$ cat src/rtl/enemy_patrol_if.sv
// Signal bundle between an enemy_patrol instance and the game logic driving it.
// The game side (master) supplies level and spawn point; the enemy (slave) reports position and pose.
interface enemy_patrol_if;
   logic [5:0] level;
   logic [9:0] Enemy_X_Original;
   logic [9:0] Enemy_Y_Original;
   logic [9:0] EnemyX;
   logic [9:0] EnemyY;
   logic [2:0] state;
   logic [1:0] tilt;
   logic       arrived;

   modport master (
      output level, Enemy_X_Original, Enemy_Y_Original,
      input  EnemyX, EnemyY, state, tilt, arrived
   );

   modport slave (
      input  level, Enemy_X_Original, Enemy_Y_Original,
      output EnemyX, EnemyY, state, tilt, arrived
   );
endinterface

$ cat src/rtl/enemy_patrol.sv
// Enemy sprite controller: flies in to a patrol row, bounces horizontally between screen limits,
// and with ENEMY_PATROL_DIVE_EN defined periodically dives to Y_DIVE and climbs back.
module enemy_patrol #(
   parameter int          HALF_W       = 120,
   parameter int          X_MIN        = 5,
   parameter int          X_MAX        = 639,
   parameter int          Y_TARGET     = 80,
   parameter int          Y_DIVE       = 200,
   parameter int          ENTRY_SPEED  = 1,
   parameter int          PATROL_SPEED = 2,
   parameter int          DIVE_SPEED   = 4,
   parameter logic [5:0]  ACTIVE_LEVEL = 6'b001000,
   parameter int          DIVE_PERIOD  = 256
) (
   input  logic            frame_clk,
   input  logic            Reset,
   enemy_patrol_if.slave   bus
);

   localparam logic [2:0] S_IDLE   = 3'd0;
   localparam logic [2:0] S_ENTER  = 3'd1;
   localparam logic [2:0] S_PATROL = 3'd2;
   localparam logic [2:0] S_DIVE   = 3'd3;
   localparam logic [2:0] S_RETURN = 3'd4;

   localparam logic [5:0]         START_LEVEL = 6'b000001;
   localparam logic [9:0]         X_LO   = 10'(X_MIN + HALF_W);
   localparam logic [9:0]         X_HI   = 10'(X_MAX - HALF_W);
   localparam logic signed [11:0] XMIN_S = 12'(X_MIN);
   localparam logic signed [11:0] XMAX_S = 12'(X_MAX);
   localparam logic signed [11:0] HW_S   = 12'(HALF_W);
   localparam logic signed [11:0] PS_S   = 12'(PATROL_SPEED);
   localparam logic signed [11:0] DS_S   = 12'(DIVE_SPEED);
   localparam logic signed [11:0] YT_S   = 12'(Y_TARGET);

   if (DIVE_PERIOD < 1 || X_MAX <= X_MIN + 2 * HALF_W) begin : g_param_check
      $error("enemy_patrol: inconsistent parameters");
   end

   logic [2:0] state_q, state_d;
   logic [9:0] x_q, x_d, y_q, y_d;
   logic       dir_q, dir_d;          // 1 = moving right
   logic       arrived_q, arrived_d;

`ifdef ENEMY_PATROL_DIVE_EN
   localparam int            CW        = $clog2(DIVE_PERIOD + 1);
   localparam logic [CW-1:0] DIVE_LAST = CW'(DIVE_PERIOD - 1);
   logic [CW-1:0] cnt_q, cnt_d;
`endif

   // Boundary tests run in 12-bit signed so a small X moving left cannot wrap.
   logic signed [11:0] x_s, right_reach, left_reach, y_ret;
   logic [10:0]        y_enter, y_dive;
   logic [9:0]         pat_x;
   logic               pat_dir;

   always_comb begin
      x_s         = $signed({2'b00, x_q});
      right_reach = x_s + PS_S + HW_S;
      left_reach  = x_s - PS_S - HW_S;
      y_enter     = {1'b0, y_q} + 11'(ENTRY_SPEED);
      y_dive      = {1'b0, y_q} + 11'(DIVE_SPEED);
      y_ret       = $signed({2'b00, y_q}) - DS_S;
      pat_x       = x_q;
      pat_dir     = dir_q;
      if (dir_q) begin
         if (right_reach >= XMAX_S) begin
            pat_x   = X_HI;
            pat_dir = 1'b0;
         end else begin
            pat_x   = x_q + 10'(PATROL_SPEED);
         end
      end else begin
         if (left_reach <= XMIN_S) begin
            pat_x   = X_LO;
            pat_dir = 1'b1;
         end else begin
            pat_x   = x_q - 10'(PATROL_SPEED);
         end
      end
   end

   always_comb begin
      state_d   = state_q;
      x_d       = x_q;
      y_d       = y_q;
      dir_d     = dir_q;
      arrived_d = 1'b0;
`ifdef ENEMY_PATROL_DIVE_EN
      cnt_d     = cnt_q;
`endif
      if (bus.level == START_LEVEL) begin
         state_d = S_IDLE;
         x_d     = bus.Enemy_X_Original;
         y_d     = bus.Enemy_Y_Original;
         dir_d   = 1'b1;
`ifdef ENEMY_PATROL_DIVE_EN
         cnt_d   = '0;
`endif
      end else if (bus.level == ACTIVE_LEVEL) begin
         case (state_q)
            S_IDLE: begin
               x_d     = bus.Enemy_X_Original;
               y_d     = bus.Enemy_Y_Original;
               state_d = S_ENTER;
            end
            S_ENTER: begin
               if (y_enter >= 11'(Y_TARGET)) begin
                  y_d       = 10'(Y_TARGET);
                  state_d   = S_PATROL;
                  dir_d     = 1'b1;
                  arrived_d = 1'b1;
               end else begin
                  y_d = y_enter[9:0];
               end
            end
            S_PATROL: begin
`ifdef ENEMY_PATROL_DIVE_EN
               if (cnt_q == DIVE_LAST) begin
                  state_d = S_DIVE;
                  cnt_d   = '0;
               end else begin
                  cnt_d = cnt_q + 1'b1;
                  x_d   = pat_x;
                  dir_d = pat_dir;
               end
`else
               x_d   = pat_x;
               dir_d = pat_dir;
`endif
            end
            S_DIVE: begin
               if (y_dive >= 11'(Y_DIVE)) begin
                  y_d     = 10'(Y_DIVE);
                  state_d = S_RETURN;
               end else begin
                  y_d = y_dive[9:0];
               end
            end
            S_RETURN: begin
               if (y_ret <= YT_S) begin
                  y_d     = 10'(Y_TARGET);
                  state_d = S_PATROL;
               end else begin
                  y_d = y_ret[9:0];
               end
            end
            default: state_d = S_IDLE;
         endcase
      end
   end

   always_ff @(posedge frame_clk) begin
      if (Reset) begin
         state_q   <= S_IDLE;
         x_q       <= bus.Enemy_X_Original;
         y_q       <= bus.Enemy_Y_Original;
         dir_q     <= 1'b1;
         arrived_q <= 1'b0;
`ifdef ENEMY_PATROL_DIVE_EN
         cnt_q     <= '0;
`endif
      end else begin
         state_q   <= state_d;
         x_q       <= x_d;
         y_q       <= y_d;
         dir_q     <= dir_d;
         arrived_q <= arrived_d;
`ifdef ENEMY_PATROL_DIVE_EN
         cnt_q     <= cnt_d;
`endif
      end
   end

   assign bus.EnemyX  = x_q;
   assign bus.EnemyY  = y_q;
   assign bus.state   = state_q;
   assign bus.arrived = arrived_q;
   assign bus.tilt    = (state_q == S_PATROL) ? (dir_q ? 2'b10 : 2'b01) : 2'b00;

endmodule

$ cat src/flat_wrapper.sv
// flat-port wrapper written by rule: the top's interface ports become plain ports
module enemy_patrol_flat 
#(
   parameter int          HALF_W       = 120,
   parameter int          X_MIN        = 5,
   parameter int          X_MAX        = 639,
   parameter int          Y_TARGET     = 80,
   parameter int          Y_DIVE       = 200,
   parameter int          ENTRY_SPEED  = 1,
   parameter int          PATROL_SPEED = 2,
   parameter int          DIVE_SPEED   = 4,
   parameter logic [5:0]  ACTIVE_LEVEL = 6'b001000,
   parameter int          DIVE_PERIOD  = 256
)
  (frame_clk, Reset, bus_level, bus_Enemy_X_Original, bus_Enemy_Y_Original, bus_EnemyX, bus_EnemyY, bus_state, bus_tilt, bus_arrived);
  enemy_patrol_if bus_i ();
  input  logic frame_clk;
  input  logic Reset;
  input wire logic [$bits(bus_i.level)-1:0] bus_level;
  input wire logic [$bits(bus_i.Enemy_X_Original)-1:0] bus_Enemy_X_Original;
  input wire logic [$bits(bus_i.Enemy_Y_Original)-1:0] bus_Enemy_Y_Original;
  output wire logic [$bits(bus_i.EnemyX)-1:0] bus_EnemyX;
  output wire logic [$bits(bus_i.EnemyY)-1:0] bus_EnemyY;
  output wire logic [$bits(bus_i.state)-1:0] bus_state;
  output wire logic [$bits(bus_i.tilt)-1:0] bus_tilt;
  output wire logic [$bits(bus_i.arrived)-1:0] bus_arrived;
  assign bus_i.level = bus_level;
  assign bus_i.Enemy_X_Original = bus_Enemy_X_Original;
  assign bus_i.Enemy_Y_Original = bus_Enemy_Y_Original;
  assign bus_EnemyX = bus_i.EnemyX;
  assign bus_EnemyY = bus_i.EnemyY;
  assign bus_state = bus_i.state;
  assign bus_tilt = bus_i.tilt;
  assign bus_arrived = bus_i.arrived;
  enemy_patrol #(.HALF_W(HALF_W), .X_MIN(X_MIN), .X_MAX(X_MAX), .Y_TARGET(Y_TARGET), .Y_DIVE(Y_DIVE), .ENTRY_SPEED(ENTRY_SPEED), .PATROL_SPEED(PATROL_SPEED), .DIVE_SPEED(DIVE_SPEED), .ACTIVE_LEVEL(ACTIVE_LEVEL), .DIVE_PERIOD(DIVE_PERIOD)) u_core (.frame_clk(frame_clk), .Reset(Reset), .bus(bus_i));
endmodule
$ cat config.mk
export PLATFORM = sky130hd
export DESIGN_NAME = enemy_patrol_flat
export DESIGN_NICKNAME = d
export VERILOG_FILES = /design/src/rtl/enemy_patrol_if.sv /design/src/rtl/enemy_patrol.sv /design/src/flat_wrapper.sv
export SDC_FILE = /design/constraint.sdc
export NUM_CORES = 1
export LEC_CHECK = 0
export CAP_MARGIN = 5
export CORE_MARGIN = 5
export CORE_UTILIZATION = 60
export CTS_BUF_LIST = sky130_fd_sc_hd__clkbuf_2 sky130_fd_sc_hd__clkbuf_4 sky130_fd_sc_hd__clkbuf_8
export DETAILED_ROUTE_END_ITERATION = 6
export PLACE_DENSITY = 0.88
export SLEW_MARGIN = 10
export SYNTH_ARGS = -nofsm -noshare
export SYNTH_HDL_FRONTEND = slang
export SYNTH_SLANG_ARGS = --single-unit
export TNS_END_PERCENT = 20
$ cat constraint.sdc
create_clock -name frame_clk -period 8.65 [get_ports frame_clk]
set_clock_uncertainty 0.2 [all_clocks]
set_input_delay 1.73 -clock frame_clk [delete_from_list [all_inputs] [get_ports frame_clk]]
set_output_delay 1.73 -clock frame_clk [all_outputs]
set_load 0.1 [all_outputs]
==> run summary, run 1 <==
The flow ran to the end, and the final reports show no timing, DRC or antenna violations. The total area of sequential cells is around 700 sq um. By startpoint and endpoint, the worst setup path is classified as reg2out. The share of post-route cells with drive strength above 1 is 0.05631. The post-synthesis cell type count came out at a little under 80. In this run the static leakage power is about 1.3 nW.

The signed area change from the synthesized netlist to the final layout is 17.87%. The average wire per standard cell is about 17 microns. The measured slew at the worst slew-check pin is approximately 1 ns. The count of TritonRoute iterations in the first routing pass came out at 5.

Setup repair after global routing left no endpoint under its margin. The shortest period the worst path allows came out at 4.405 ns. From bottom edge to top edge, the die measures just over 80 microns. The sink count of the clock tree came out at 25.

The total of buffers placed on input and output ports is 53. Synthesis produced a netlist with a net count of 452. The maximum frequency from static timing analysis is between 200 and 250 MHz.

The number of fill cells came out at between 400 and 500. The post-synth design cell area is between 0.003 and 0.004 sq mm. The share of Yosys cell area claimed by the top area cell type is 0.1950. The classification of the worst-slack hold path is reg2reg.

The H-tree level count came out at 1. In this run the tightest slew margin relative to its limit is 0.3343. The largest fanout of any net on the critical path came out at 12. The post-synthesis area per instance came out at roughly 7.4 sq um.

The number of enable-type register cells in the synthesized netlist is 20. The area used by multi-input combinational logic is 0.002191 sq mm. For the final routed database, the setup TNS stands at 0 ns. The congestion estimate from routability-driven global placement came to 0.9446. Counting along the longest clock path gives a buffer depth of 2. TritonCTS built the clock tree. The cell taking the most area after synthesis is edfxtp_1. The number of CTS-inserted buffers is 3. between 50 and 60 I/O pins were placed. The finished cells cover between 0.003 and 0.004 sq mm.

The total core area came out at between 0.005 and 0.006 sq mm. The number of global-route vias before repair was 3030. The number of failing setup endpoints in the final timing report came out at 0. In the post-synthesis netlist, the biggest area contributors are edfxtp_1 (19%), nand2_1 (5.8%), nor2_1 (5.2%), a21oi_1 (4.4%), ha_1 (4.1%). The residual antenna-violating net count after detailed routing came out at 0. The final layout contains routed wiring with a total length of between 8000 and 9000 microns. The wire length of the first global-routing pass is between 10000 and 15000 microns. The die is 81.65 microns wide. Once placement finished, the instance area stood at about 0.0036 sq mm. The starting utilization of the core area came out at 0.6109.

The pin count of the biggest net entering global routing came out at 23. Synthesis inferred 25 register bits. The average via count per standard cell is 6.578. The area of the die is approximately 0.0067 sq mm. The peak supply drop is slightly above 0.06 mV. The data arrival time of the critical path came out at roughly 2.5 ns. The number of hold buffers added after cts came out at 0.

In the finished design, the share of the clock period the worst path needs comes to 0.5093. The cell with the most instances after synthesis is nand2_1. The data required time at the worst endpoint is approximately 6.7 ns.

The synthesized instance count came out at approximately 410. The latest clock arrival within the worst-skew pair is about 0.28 ns. The number of antenna violations at the first check in global routing was 0. The violation count after the first detailed-routing iteration came out at between 400 and 500. The final hold violation count came out at 0. The power density over the cells is 103.6 mW/mm^2.

The kind of start point of the critical path is a flop. Max-cap violations in this run came to 0. The routed layout has between 3000 and 4000 vias.

The number of design rule violations left after detail routing is 0. The combined global-route utilization of all metal layers is 0.2765. The number of nets at the end of the flow came out at just under 500. Among all flip-flop cells after synthesis, the most frequent one is edfxtp_1. In the synthesized netlist the async set-or-reset flop fraction comes to 0. The count of instances resized after the clock tree is built is 0. The placed wire-length estimate after detailed placement is about 6500 microns. The count of final max-slew check failures came out at 0. The clock slew seen by the registers of the worst setup and hold paths is 0.10 ns. The sequential area share after synthesis is 0.2275.

The buffer type at the clock tree root is clkbuf_8. The commonest cells after synthesis are nand2_1 (48), nor2_1 (43), a21oi_1 (27), edfxtp_1 (20), nand3_1 (20). Post-CTS timing repair inserted 0 buffers for setup. The repair_antennas step left the layout with diodes totalling 0.

The worst setup path is captured at a primary output. The total overflow left after global routing is 0. The number of cell rows is 26.

The number of warning messages in the yosys log is 0.
==> critical path: stages, from the launching register on <==
cell,delay [ns]
dfxtp_1,0.62
inv_1,0.27
nor2_1,0.15
clkdlybuf4s50_1,1.15
==> cell families (layout without fill, tap and decap cells) <==
kind of cell | after synthesis | count (layout) | share of synthesized area
adders and majority gates | 10 | 10 | 0.04062
DFF | 25 | 25 | 0.2275
xor gates and xnor gates | 26 | 26 | 0.07392
muxes | 9 | 9 | 0.03168
buffers and inverters | 46 | 76 | 0.06133
and+or+nand+nor | 183 | 183 | 0.3026
AOI/OAI and AO/OA | 115 | 115 | 0.2624
==> state kept, by name, summed over array words and instances (netlist names) <==
name and flops:
u_core.bus.EnemyX 10, u_core.bus.EnemyY 10, u_core.bus.state 3, u_core.bus.arrived 1, u_core.dir_q 1
==> placed cells by master, fill, tap and decap left out, drive strengths merged, types with 7 or more instances in the layout <==
master	synthesis	layout
xnor2	14	14
nand2	49	49
nor2	44	44
nor3	14	14
xor2	12	12
inv	18	18
nand3	20	20
edfxtp	20	20
a21oi	27	27
ha	10	10
o31ai	8	8
o21ai	21	21
clkdlybuf4s50	0	53
a31oi	10	10
and3	7	7
and2	8	8
==> metal layers <==
metal | GRT usage | part of all wire | vias to the layer above
li1 | - | - | 1581
met3 | 0.03728 | 0.088 | 17
met4 | 0.06811 | 0.012 | 0
met5 | 0 | 0 | -
met2 | 0.4088 | 0.45 | 211
met1 | 0.4215 | 0.45 | 1572
==> cell type report <==
class                   count  area share
well taps                  70     0.02412
inverters                  18     0.01861
flip-flops and latches     25      0.1930
repair buffers             54      0.1482
clock inverters             1    0.001378
multi-input cells         343      0.6034
clock buffers               3     0.01137
==> per-stage QoR <==
| stage | total power, mW | utilization | instances | hold WS (ns) | setup WS, ns |
|---|---|---|---|---|---|
| after floorplan | 0.2604 | - | 414 | 0.3813 | 4.093 |
| after CTS | 0.3715 | 0.7201 | 514 | 0.3952 | 4.306 |
| final | 0.3760 | 0.7201 | 514 | 0.4042 | 4.245 |
| after global routing | 0.3911 | 0.7201 | 514 | 0.4763 | 4.166 |
| after global placement | 0.2983 | 0.7109 | 510 | 0.3903 | 4.561 |
| after detailed placement | 0.3011 | 0.7109 | 510 | 0.3828 | 4.432 |
==> where the power goes <==
part	switching [mW]	total (mW)	internal, mW
Clock	0.0418	0.0742	0.0324
Sequential	0.0203	0.157	0.137
Combinational	0.0925	0.145	0.0521
==> path summary, 6_finish.rpt <==
check,startpoint,to,slack [ns],cells after the start
worst min-delay path,u_core.bus.state[1]$_SDFFE_PP0P_,u_core.bus.state[1]$_SDFFE_PP0P_,0.40,2
worst max-delay path,u_core.dir_q$_SDFFE_PP1P_,bus_tilt[1],4.24,3
worst min register to register,u_core.bus.state[1]$_SDFFE_PP0P_,u_core.bus.state[1]$_SDFFE_PP0P_,0.40,2
worst max register to register,u_core.bus.EnemyX[1]$_DFFE_PP_,u_core.bus.EnemyX[1]$_DFFE_PP_,5.04,10
Power figures use the tool's default switching activity.
==> run 2, diff against run 1 <==
--- a/config.mk
+++ b/config.mk
@@ -7,10 +7,10 @@
 export LEC_CHECK = 0
 export CAP_MARGIN = 5
 export CORE_MARGIN = 5
-export CORE_UTILIZATION = 60
+export CORE_UTILIZATION = 50
 export CTS_BUF_LIST = sky130_fd_sc_hd__clkbuf_2 sky130_fd_sc_hd__clkbuf_4 sky130_fd_sc_hd__clkbuf_8
 export DETAILED_ROUTE_END_ITERATION = 6
-export PLACE_DENSITY = 0.88
+export PLACE_DENSITY = 0.78
 export SLEW_MARGIN = 10
 export SYNTH_ARGS = -nofsm -noshare
 export SYNTH_HDL_FRONTEND = slang
==> constraint.sdc (replaced) <==
create_clock -name frame_clk -period 3.68 [get_ports frame_clk]
set_clock_uncertainty 0.2 [all_clocks]
set_input_delay 0.736 -clock frame_clk [delete_from_list [all_inputs] [get_ports frame_clk]]
set_output_delay 0.736 -clock frame_clk [all_outputs]
set_load 0.1 [all_outputs]
==> run 2 against run 1 <==
Effect of this change: clock-buffer cell count is the same; global-route usage shrank 3.8 points; cell count grew 2.9%; non-clock buffer count grew 10; die area grew 17%; via count is essentially flat; setup slack lost 4.0 ns; critical path type is now reg2reg.
==> run summary, run 2 (synthesis gave the netlist of run 1 again) <==
The final instance area is 0.003660 sq mm (was 0.003631 sq mm). The number of hold buffers added after cts was 0 (unchanged). The number of global-route vias before repair is 3120 (was 3030).

Setup repair after global routing missed its margin: no (unchanged). The remaining global-route overflow came out at 0 (unchanged). The total of buffers placed on input and output ports is 53 (unchanged).

The signed area change from the synthesized netlist to the final layout came out at 18.81% (was 17.87%). The violation count after the first detailed-routing iteration came out at 252 (was 419). The type of the worst setup path is reg2reg (was reg2out).

The weighted congestion at the end of routability-driven global placement came to 0.9180 (was 0.9446). The classification of the worst-slack hold path is reg2reg (unchanged). The combined global-route utilization of all metal layers is 0.2385 (was 0.2765). The average wire per standard cell is 17.57 microns (was 17.45 microns). The number of design rule violations left after detail routing is 0 (unchanged). The sink count of the clock tree is 25 (unchanged). The wire length of the first global-routing pass came out at 14920 microns (was 14700 microns). The count of instances resized after the clock tree is built came to 0 (unchanged).

The number of antenna violations at the first check in global routing is 0 (unchanged). The chip height came to 88.49 microns (was 81.65 microns). The worst-case headroom to the max-slew limit is 0.3547 (was 0.3343).

The post-route clock period utilization came out at 0.9310. The H-tree level count is 1 (unchanged). The total cell area at the placement stage came out at 0.003611 sq mm (was 0.003585 sq mm). The number of nets at the end of the flow is 493 (was 483). Status: finished clean (unchanged). The post-layout total power is 0.8943 mW (was 0.3760 mW). The final hold violation count is 0 (unchanged).

The static power due to leakage is 1.389 nW (was 1.312 nW). The number of cell rows came to 28 (was 26). The count of TritonRoute iterations in the first routing pass came out at 5 (unchanged). The share of post-route cells with drive strength above 1 came out at 0.1366 (was 0.05631).

The total inserted antenna cells was 0 (unchanged). The clock tree buffer depth is 2 (unchanged). The total core area came out at 0.005956 sq mm (was 0.005042 sq mm). The peak supply drop came out at 0.1653 mV (was 0.06040 mV). The kind of start point of the critical path is a flop (unchanged). The horizontal extent of the die came to 88.49 microns (was 81.65 microns). Most frequent cells in the layout: nand2_1 (48), nor2_1 (43), buf_4 (36) (was clkdlybuf4s50_1 (53), nand2_1 (48), nor2_1 (43)). The clock network fraction of total power is 0.202 (was 0.197).

The reg2reg setup slack came out at 0.25 ns (was 5.04 ns). The maximum frequency from static timing analysis is 291.9 MHz. The combinational group share of total power is 0.393 (was 0.385). The starting utilization of the core area came out at 0.5172 (was 0.6109).

The kind of end point of the critical path is a flop (was primary output). The routed design could run at a clock period as short as 3.426 ns. The data arrival time of the critical path was 3.23 ns (was 2.48 ns). The data required time at the worst endpoint came to 3.48 ns (was 6.72 ns).

The residual antenna-violating net count after detailed routing came out at 0 (unchanged). The fraction of power spent switching nets is 0.4142 (was 0.4112). The largest fanout of any net on the critical path is 10 (was 12). The switching power is 0.3705 mW (was 0.1546 mW). The area of the die came to 0.007830 sq mm (was 0.006667 sq mm). The TritonCTS clock tree is yes (unchanged). The overall via count from detail_route was 3378 (was 3381). The total wire length is 9297 microns (was 8971 microns).

The latest clock arrival within the worst-skew pair came out at 0.28 ns (about the same). The internal cell power came out at 0.5238 mW (was 0.2214 mW). The number of max-cap violations is 0 (unchanged).

The measured slew at the worst slew-check pin is 0.9649 ns (was 0.9955 ns). The relative contribution of sequential cells to total power came to 0.405 (was 0.418). The total I/O pin count is 54 (unchanged).

The number of CTS-inserted buffers came to 3 (unchanged). The post-CTS setup buffer count is 0 (unchanged). The power density over the cells came out at 244.4 mW/mm^2 (was 103.6 mW/mm^2). The pin count of the biggest net entering global routing is 21 (was 23).

The most common cell after layout, fill and taps aside is nand2_1 (was clkdlybuf4s50_1). The number of failing setup endpoints in the final timing report came out at 0 (unchanged). The clock slew seen by the registers of the worst setup and hold paths came out at 0.10 ns (about the same). The utilization after layout is 0.6145 (was 0.7201). The buffer type at the clock tree root was clkbuf_8 (unchanged). The placed wire-length estimate after detailed placement is 6896 microns (was 6545 microns). The average via count per standard cell is 6.386 (was 6.578). The setup TNS is 0 ns (unchanged). The count of final max-slew check failures came to 0 (unchanged).
-- run 2: through the flow --
step | hold WS, ns | setup WS [ns] | cells
detailed placement | 0.4016 | 0.3306 | 525
finish | 0.4289 | 0.2537 | 529
CTS | 0.4240 | 0.3109 | 529
global route | 0.4919 | 0.06108 | 529
floorplan | 0.3813 | 0.003658 | 414
global placement | 0.3961 | 0.3867 | 525
-- run 2: power by group through the flow --
| stage | sequential, mW | clock (mW) | combinational [mW] |
|---|---|---|---|
| 6_report | 0.362 | 0.181 | 0.352 |
| 4_1_cts | 0.361 | 0.187 | 0.348 |
| 3_5_place_dp | 0.367 | 0 | 0.346 |
| 5_1_grt | 0.365 | 0.197 | 0.375 |
| 3_3_place_gp | 0.366 | 0 | 0.343 |
| 2_1_floorplan | 0.436 | 0 | 0.177 |
-- run 2: critical path, stage by stage (launching register included) --
cell and delay [ns]:
edfxtp_1 0.54, ha_1 0.39, xor2_1 0.31, inv_1 0.08, ha_1 0.28, inv_1 0.06
nand4_1 0.12, nor2_1 0.11, o2111ai_1 0.14, a211oi_2 0.30, o21ai_2 0.18, or2_1 0.28
a21boi_1 0.17
-- run 2: final cells by class --
type / instances / area (sq um)
clock buffers: 3 / 41.29
clock inverters: 1 / 7.507
fillers: 541 / 2296
inverters: 18 / 67.56
multi-input cells: 343 / 2198
flip-flops and latches: 25 / 700.7
well taps: 75 / 93.84
repair buffers: 64 / 550.5
-- run 2: worst paths after layout --
path	from	end	cells past startpoint
hold reg to reg	u_core.bus.state[0]$_SDFFE_PP0P_	u_core.bus.state[0]$_SDFFE_PP0P_	2
setup / recovery	u_core.bus.EnemyX[1]$_DFFE_PP_	u_core.bus.EnemyX[0]$_DFFE_PP_	12
setup reg to reg	u_core.bus.EnemyX[1]$_DFFE_PP_	u_core.bus.EnemyX[0]$_DFFE_PP_	12
hold / removal	u_core.bus.state[0]$_SDFFE_PP0P_	u_core.bus.state[0]$_SDFFE_PP0P_	2
-- run 2: layer usage --
layer | vias to the layer above | track usage | wire, microns
li1 | 1605 | - | -
met1 | 1552 | 0.3090 | 3718
met2 | 195 | 0.4079 | 4498
met3 | 26 | 0.02886 | 820
met4 | 0 | 0.08654 | 259
met5 | - | 0 | 0
==> run 3, diff against run 2 <==
--- a/config.mk
+++ b/config.mk
@@ -5,8 +5,9 @@
 export SDC_FILE = /design/constraint.sdc
 export NUM_CORES = 1
 export LEC_CHECK = 0
+export ABC_CLOCK_PERIOD_IN_PS = 3680
 export CAP_MARGIN = 5
-export CORE_MARGIN = 5
+export CORE_MARGIN = 4
 export CORE_UTILIZATION = 50
 export CTS_BUF_LIST = sky130_fd_sc_hd__clkbuf_2 sky130_fd_sc_hd__clkbuf_4 sky130_fd_sc_hd__clkbuf_8
 export DETAILED_ROUTE_END_ITERATION = 6
==> run 3 against run 2 <==
Effect of this change: critical path depth rose by 1; first-iteration DRC count fell by 35%; routed wire length is 3.1% lower; combinational power rose by 1%; sequential power fell by 2%; total power is 0.43% lower; cell count is 0.19% higher.
==> run summary, run 3 (synthesis gave the netlist of run 1 again) <==
Status: finished clean (unchanged). The clock tree buffer depth came out at 2 (unchanged). The total inserted antenna cells came out at 0 (unchanged). The data arrival time of the critical path is 3.23 ns (about the same).

The count of instances resized after the clock tree is built was 0 (unchanged). The most common cell after layout, fill and taps aside is nand2_1 (unchanged). The critical path's slowest cell is edfxtp_1 (unchanged). Setup repair after global routing missed its margin: no (unchanged). The kind of end point of the critical path is a flop (unchanged).

The average via count per standard cell is 6.164 (was 6.386). The total core area came to 0.005956 sq mm (unchanged). The final hold violation count came out at 0 (unchanged). The peak supply drop is 0.1649 mV (was 0.1653 mV). The combined global-route utilization of all metal layers is 0.2414 (was 0.2385). The number of cell rows is 28 (unchanged). The most numerous cell type found on the critical path is ha_1. The final instance area came out at 0.003667 sq mm (was 0.003660 sq mm). The worst-case headroom to the max-slew limit was 0.3457 (was 0.3547). Most frequent cells in the layout: nand2_1 (48), nor2_1 (43), buf_4 (37) (was nand2_1 (48), nor2_1 (43), buf_4 (36)). The total wire length came out at 9009 microns (was 9297 microns). The violation count after the first detailed-routing iteration is 165 (was 252). The setup TNS came to 0 ns (unchanged). The horizontal extent of the die is 86.49 microns (was 88.49 microns). The count of final max-slew check failures came out at 0 (unchanged). The data required time at the worst endpoint is 3.52 ns (was 3.48 ns). CP cell instances: inv_2, ha_1, buf_4, xnor2_2, inv_1, ha_1, a211o_1, a21o_1, a21oi_1, nor2_1, o31ai_1, o2bb2ai_1, mux2_2 (was ha_1, xor2_1, inv_1, ha_1, inv_1, nand4_1, nor2_1, o2111ai_1, a211oi_2, o21ai_2, or2_1, a21boi_1). The weighted congestion at the end of routability-driven global placement is 0.9309 (was 0.9180).

The count of placed standard cells in the final layout, fillers left out came out at 530 (was 529). The wire length of the first global-routing pass came out at 14870 microns (was 14920 microns). The placed wire-length estimate after detailed placement came out at 6804 microns (was 6896 microns). The number of max-cap violations came out at 0 (unchanged). The latest clock arrival within the worst-skew pair was 0.28 ns (about the same). The total I/O pin count is 54 (unchanged). The residual antenna-violating net count after detailed routing came out at 0 (unchanged). The type of the worst setup path is reg2reg (unchanged).

The shortest period the worst path allows came to 3.391 ns (was 3.426 ns). The post-CTS setup buffer count came to 0 (unchanged). The starting utilization of the core area came out at 0.5172 (unchanged). The sink count of the clock tree is 25 (unchanged).

The number of global-route vias before repair came out at 3077 (was 3120). The pin count of the biggest net entering global routing came to 21 (unchanged). The total of buffers placed on input and output ports came to 53 (unchanged). The number of design rule violations left after detail routing came out at 0 (unchanged). The total cell area at the placement stage came out at 0.003618 sq mm (was 0.003611 sq mm).

The classification of the worst-slack hold path is reg2reg (unchanged). The number of CTS-inserted buffers came to 3 (unchanged). The count of TritonRoute iterations in the first routing pass came out at 5 (unchanged). The maximum frequency from static timing analysis is 294.9 MHz (was 291.9 MHz).

The TritonCTS clock tree is yes (unchanged). The overall via count from detail_route was 3267 (was 3378). The largest fanout of any net on the critical path came to 9 (was 10). The number of antenna violations at the first check in global routing came out at 0 (unchanged). The share of post-route cells with drive strength above 1 is 0.1385 (was 0.1366).

The H-tree level count came out at 1 (unchanged). The highest cell delay on the worst timing path is 0.54 ns (about the same). The static power due to leakage is 1.393 nW (was 1.389 nW). The clock slew seen by the registers of the worst setup and hold paths is 0.10 ns (about the same). The area of the die came to 0.007481 sq mm (was 0.007830 sq mm). The power density over the cells is 242.8 mW/mm^2 (was 244.4 mW/mm^2).

The chip height came to 86.49 microns (was 88.49 microns). The post-route clock period utilization came out at 0.9215 (was 0.9310). The average wire per standard cell came out at 17.00 microns (was 17.57 microns). The number of failing setup endpoints in the final timing report is 0 (unchanged). The kind of start point of the critical path was a flop (unchanged). The signed area change from the synthesized netlist to the final layout is 19.05% (was 18.81%). The measured slew at the worst slew-check pin came out at 0.9783 ns (was 0.9649 ns). The cell count after placement came out at 526 (was 525). The buffer type at the clock tree root is clkbuf_8 (unchanged).

The number of nets at the end of the flow is 494 (was 493). The tightest hold margin is 0.4073 ns (was 0.4289 ns). The number of hold buffers added after cts is 0 (unchanged). The remaining global-route overflow came out at 0 (unchanged).
## run 3: cell count changes in the layout (fill, tap and decap cells not counted), sizes merged
cell	previous run	this run
buf	36	37
## run 3: worst paths after layout
| path | from | end | slack (ns) | cells past startpoint |
|---|---|---|---|---|
| hold reg to reg | u_core.bus.state[1]$_SDFFE_PP0P_ | u_core.bus.state[1]$_SDFFE_PP0P_ | 0.41 | 2 |
| setup / recovery | u_core.bus.EnemyX[1]$_DFFE_PP_ | u_core.bus.EnemyX[7]$_DFFE_PP_ | 0.29 | 13 |
| hold / removal | u_core.bus.state[1]$_SDFFE_PP0P_ | u_core.bus.state[1]$_SDFFE_PP0P_ | 0.41 | 2 |
| setup reg to reg | u_core.bus.EnemyX[1]$_DFFE_PP_ | u_core.bus.EnemyX[7]$_DFFE_PP_ | 0.29 | 13 |
## run 3: cell type report
| type | instances | area [sq um] |
|---|---|---|
| fillers | 558 | 2288 |
| flip-flops and latches | 25 | 700.7 |
| clock inverters | 1 | 7.507 |
| repair buffers | 65 | 558.0 |
| inverters | 18 | 67.56 |
| clock buffers | 3 | 41.29 |
| multi-input cells | 343 | 2198 |
| well taps | 75 | 93.84 |
## run 3: critical path: cells and delay by family, from the launching register on
family                   cells  cell delay [ns]
AO/OA/AOI/OAI                5             1.04
flip-flops                   1             0.54
adder cells (fa/ha/maj)      2             0.51
buffers and inverters        3             0.33
multiplexers                 1             0.27
XOR/XNOR                     1             0.20
AND/OR/NAND/NOR              1             0.06
## run 3: metrics by stage
step	power (mW)	setup WS, ns	util
2_1_floorplan	0.6133	0.003658	-
3_3_place_gp	0.7103	0.3888	0.6076
3_5_place_dp	0.7137	0.3570	0.6076
4_1_cts	0.8853	0.3398	0.6158
5_1_grt	0.9318	0.05053	0.6158
6_report	0.8905	0.2887	0.6158
## run 3: per-layer routing
layer | track usage | routed length (microns) | vias up
li1 | - | - | 1603
met1 | 0.3263 | 3899 | 1510
met2 | 0.3985 | 4378 | 125
met3 | 0.01901 | 460 | 29
met4 | 0.09773 | 272 | 0
met5 | 0 | 0 | -
## run 3: where the power goes
group	internal, mW	total, mW	leakage, nW	switching, mW
logic	0.126	0.356	1.13	0.230
clock network	0.0770	0.178	0.0217	0.101
registers	0.322	0.356	0.237	0.0343
total	0.525	0.890	1.39	0.366
